### src/rtl/hazard_unit.sv
// Pipeline hazard controller: EX operand forwarding, load-use stall and branch flush.
// Optional saturating stall/flush performance counters are built when HAZARD_PERF_EN is defined.
module hazard_unit #(
   parameter int REG_ADDR_W = 5,
   parameter int PERF_CNT_W = 32
) (
   input  logic                  clk,
   input  logic                  rst_n,
   input  logic [REG_ADDR_W-1:0] Rs1_D,
   input  logic [REG_ADDR_W-1:0] Rs2_D,
   input  logic [REG_ADDR_W-1:0] Rs1_E,
   input  logic [REG_ADDR_W-1:0] Rs2_E,
   input  logic [REG_ADDR_W-1:0] Rd_E,
   input  logic                  RegWrite_E,
   input  logic                  MemRead_E,
   input  logic                  PCSrc_E,
   output logic [1:0]            ForwardA_E,
   output logic [1:0]            ForwardB_E,
   output logic                  Stall_F,
   output logic                  Stall_D,
   output logic                  Flush_D,
   output logic                  Flush_E,
   output logic [PERF_CNT_W-1:0] StallCount,
   output logic [PERF_CNT_W-1:0] FlushCount
);

   logic [REG_ADDR_W-1:0] rd_m_q, rd_w_q;
   logic                  regwrite_m_q, regwrite_w_q;
   logic                  lw_stall;

   // Shadow copy of the E->M->W destination fields; bubbles arrive already zeroed.
   always_ff @(posedge clk or negedge rst_n) begin
      if (!rst_n) begin
         rd_m_q       <= '0;
         regwrite_m_q <= 1'b0;
         rd_w_q       <= '0;
         regwrite_w_q <= 1'b0;
      end else begin
         rd_m_q       <= Rd_E;
         regwrite_m_q <= RegWrite_E;
         rd_w_q       <= rd_m_q;
         regwrite_w_q <= regwrite_m_q;
      end
   end

   function automatic logic [1:0] fwd_sel(input logic [REG_ADDR_W-1:0] rs);
      if (regwrite_m_q && (rd_m_q != '0) && (rd_m_q == rs))
         return 2'b10;
      else if (regwrite_w_q && (rd_w_q != '0) && (rd_w_q == rs))
         return 2'b01;
      else
         return 2'b00;
   endfunction

   assign ForwardA_E = fwd_sel(Rs1_E);
   assign ForwardB_E = fwd_sel(Rs2_E);

   assign lw_stall = MemRead_E && (Rd_E != '0) && ((Rd_E == Rs1_D) || (Rd_E == Rs2_D));

   // A taken branch squashes the D instruction, so holding it would be pointless.
   assign Stall_F = lw_stall && !PCSrc_E;
   assign Stall_D = lw_stall && !PCSrc_E;
   assign Flush_D = PCSrc_E;
   assign Flush_E = lw_stall || PCSrc_E;

`ifdef HAZARD_PERF_EN
   localparam logic [PERF_CNT_W-1:0] CNT_ONE = {{(PERF_CNT_W-1){1'b0}}, 1'b1};

   logic [PERF_CNT_W-1:0] stall_cnt_q, stall_cnt_d;
   logic [PERF_CNT_W-1:0] flush_cnt_q, flush_cnt_d;

   always_comb begin
      stall_cnt_d = stall_cnt_q;
      flush_cnt_d = flush_cnt_q;
      if (Stall_D && (stall_cnt_q != '1))
         stall_cnt_d = stall_cnt_q + CNT_ONE;
      if (Flush_D && (flush_cnt_q != '1))
         flush_cnt_d = flush_cnt_q + CNT_ONE;
   end

   always_ff @(posedge clk or negedge rst_n) begin
      if (!rst_n) begin
         stall_cnt_q <= '0;
         flush_cnt_q <= '0;
      end else begin
         stall_cnt_q <= stall_cnt_d;
         flush_cnt_q <= flush_cnt_d;
      end
   end

   assign StallCount = stall_cnt_q;
   assign FlushCount = flush_cnt_q;
`else
   assign StallCount = '0;
   assign FlushCount = '0;
`endif

endmodule

### config.mk
export PLATFORM = sky130hd
export DESIGN_NAME = hazard_unit
export DESIGN_NICKNAME = d
export VERILOG_FILES = /design/src/rtl/hazard_unit.sv
export SDC_FILE = /design/constraint.sdc
export NUM_CORES = 1
export LEC_CHECK = 0
export CELL_PAD_IN_SITES_DETAIL_PLACEMENT = 1
export CELL_PAD_IN_SITES_GLOBAL_PLACEMENT = 1
export CORE_MARGIN = 2
export CORE_UTILIZATION = 22
export CTS_CLUSTER_SIZE = 16
export DETAILED_ROUTE_END_ITERATION = 16
export GPL_TIMING_DRIVEN = 0
export PLACE_DENSITY = 0.89
export REMOVE_ABC_BUFFERS = 1
export SYNTH_ARGS = -nofsm -noshare
export SYNTH_HDL_FRONTEND = slang
export SYNTH_SLANG_ARGS = --single-unit
### constraint.sdc
create_clock -name clk -period 2.01 [get_ports clk]
set_input_delay 0.3015 -clock clk [delete_from_list [all_inputs] [get_ports clk]]
set_output_delay 0.3015 -clock clk [all_outputs]
set_load 0.01 [all_outputs]
==> results.toml <==
[outcome]
outcome = "finished with violations"
violations = "negative setup slack"

[critical_path]
critical_path_class = "reg -> out"
end_kind = "primary output"
worstPathRequired_ns = 1.71
crit_path_start_kind = "flip-flop"
r2r-start = "rd_m_q[1]"
cp.arrival_ns = 1.79
crit_start = "rd_m_q[4]"
cp_max_fo = 2

[yosys]
yosys_warnings = 0
synth-seq-cells = 12
syn-instance-count = 130
yosysSeqAreaShare = 0.249
postSynthAreaPerCell_um2 = 9.26
synth_area_um2 = 1200
yosysUniqueCellTypes = 16

[detailed_routing]
routed_via_density = 3.37
drtAntennaViolNets = 0
first_iter_violations = 6
first_pass_iters = 2
drc = 0
num_vias = 823
wl_mm = 2.66
routedWlPerCell_um = 10.9

[grt]
gr-usage-met2 = 0.159
grt_pass1_wl_mm = 3.91
grt-busiest-layer = "met2"
grt_use_met1 = 0.0829
grtUsageTotal = 0.0827
grt_pass1_vias = 857
antenna_found_initial = 0
grt.overflow.total = 0
grt_max_degree = 13
grt_use_met3 = 0.0105

[timing]
fin_skew_ns = 0.000197
period_share = 1.04
fmax_ghz = 0.478
finalSetupViolations = 2
final_max_slew_viol_count = 0
slew_headroom = 0.668
fin_ws_ns = -0.0801
hold_viol_final = 0
period_needed_ns = 2.09
tightest_slew_ns = 0.497
holdWs_ns = 0.407
rsz0062_at_grt = "true"

[place]
place.gp.congestion = 0.793
placement.io_buffers = 37
dp_hpwl_mm = 2.22
dpl-instance-area_um2 = 1400
dp.cells = 234

[power_and_ir_drop]
p_leak_uw = 0.000721
ir_drop_v = 0.000172
p_per_area_nw_per_um2 = 455

[clock_tree]
path_clk_slew_ns = 0.05
cts_tree = "done"
cts.sinks = 12
numCtsBuffers = 3
clockRootBuffer = "clkbuf_8"
htree_levels = 1
clk-insertion-delay-late_ns = 0.23
max-clock-path-buffers = 2

[floorplanning]
dieArea_um2 = 6080
fp.dieH_um = 78.0
num_io_pins = 102
num_rows = 26
start_util = 0.231
die_x_um = 78.0
coreArea_um2 = 5200

[layout]
drive_gt1_frac = 0.178
area_delta_synth_final_pct = 28.0
fin_nets = 206
final_util = 0.296
fin_cells = 244
final_cell_area_um2 = 1540
diodes = 0

[min_path]
min_path_type = "in -> async"

[flow_run]
maxCapViolCount = 0
-- worst paths after layout --
path | end | slack [ns] | depth (start not counted)
min in group clk | rd_m_q[3] | 0.42 | 1
max in group asynchronous | rd_m_q[1] | 1.24 | 1
max reg2reg | rd_w_q[1] | 1.35 | 1
min | rd_w_q[4] | 0.41 | 1
min reg2reg | regwrite_w_q | 0.44 | 0
max | ForwardA_E[0] | -0.08 | 6
-- sequential cells by signal (all words and copies together) (netlist names) --
name          flops
rd_m_q            5
rd_w_q            5
regwrite_m_q      1
regwrite_w_q      1
-- layout make-up --
class	instances	area, um2
fill	652	3660
multi-input combinational	115	726
timing repair buffer	44	384
sequential	12	302
tap	70	87.6
clock buffer	3	41.3
-- layer usage --
| layer | part of all wire | wire length [um] | vias to the layer above |
|---|---|---|---|
| li1 | - | - | 377 |
| met1 | 0.33 | 879 | 382 |
| met2 | 0.56 | 1480 | 60 |
| met3 | 0.091 | 243 | 4 |
| met4 | 0.018 | 48 | 0 |
| met5 | 0 | 0 | - |
-- cells in the mapped netlist (all sizes together) --
library cell / count / area share
nand3: 2 / 0.0083
xor2: 24 / 0.17
conb: 1 / 0.0031
nor4: 4 / 0.031
buf: 66 / 0.41
xnor2: 6 / 0.044
a22oi: 1 / 0.0062
o21bai: 1 / 0.0062
dfrtp: 12 / 0.25
o21ai: 3 / 0.016
nor2: 2 / 0.0062
or4: 5 / 0.031
nor3: 3 / 0.012
-- critical path, stage by stage (launching register included) --
cell and delay, ns:
dfrtp_1 0.37, or4_4 0.55, o21ai_4 0.18, buf_6 0.12, nor4_2 0.04, nor4_2 0.13
buf_2 0.17
-- placed cells by master (no fill, tap or decap), drive strengths merged --
| cell type | n |
|---|---|
| a22oi | 1 |
| buf | 12 |
| clkbuf | 4 |
| clkdlybuf4s15 | 1 |
| clkdlybuf4s50 | 20 |
| conb | 64 |
| dfrtp | 12 |
| dlygate4sd2 | 10 |
| nand3 | 2 |
| nor2 | 2 |
| nor3 | 3 |
| nor4 | 4 |
| o21ai | 3 |
| o21bai | 1 |
| or4 | 5 |
| xnor2 | 6 |
| xor2 | 24 |
-- repair_timing --
item | 4_1_cts | 5_1_grt
gates cloned | 0 | 0
setup endpoints to repair | 7 | 7
resized for setup | 41 | 12
pin swaps | 5 | 7
hold buffers | 0 | 0
setup buffers | 7 | 0
endpoints found under the hold margin | 0 | 0
-- metrics by stage --
step,power [uW],TNS (ns),setup WS [ns]
2_1_floorplan,377,0,0.165
3_3_place_gp,470,-2.87,-0.482
3_5_place_dp,477,-3.17,-0.516
4_1_cts,699,-0.259,-0.141
5_1_grt,743,-0.387,-0.191
6_report,701,-0.126,-0.0801
-- logic make-up after synthesis --
logic type	count (synthesis)	synth area share
other	1	0.00312
buffers and inverters	66	0.412
flip-flops	12	0.249
XOR/XNOR	30	0.218
AO/OA/AOI/OAI	5	0.0281
AND/OR/NAND/NOR	16	0.0894
-- power by group --
group	switching, uW	internal, uW
combinational	132	96.9
clock	73.4	131
sequential	12.8	255
total	218	483
No activity file was read; power rests on OpenSTA's default activity.
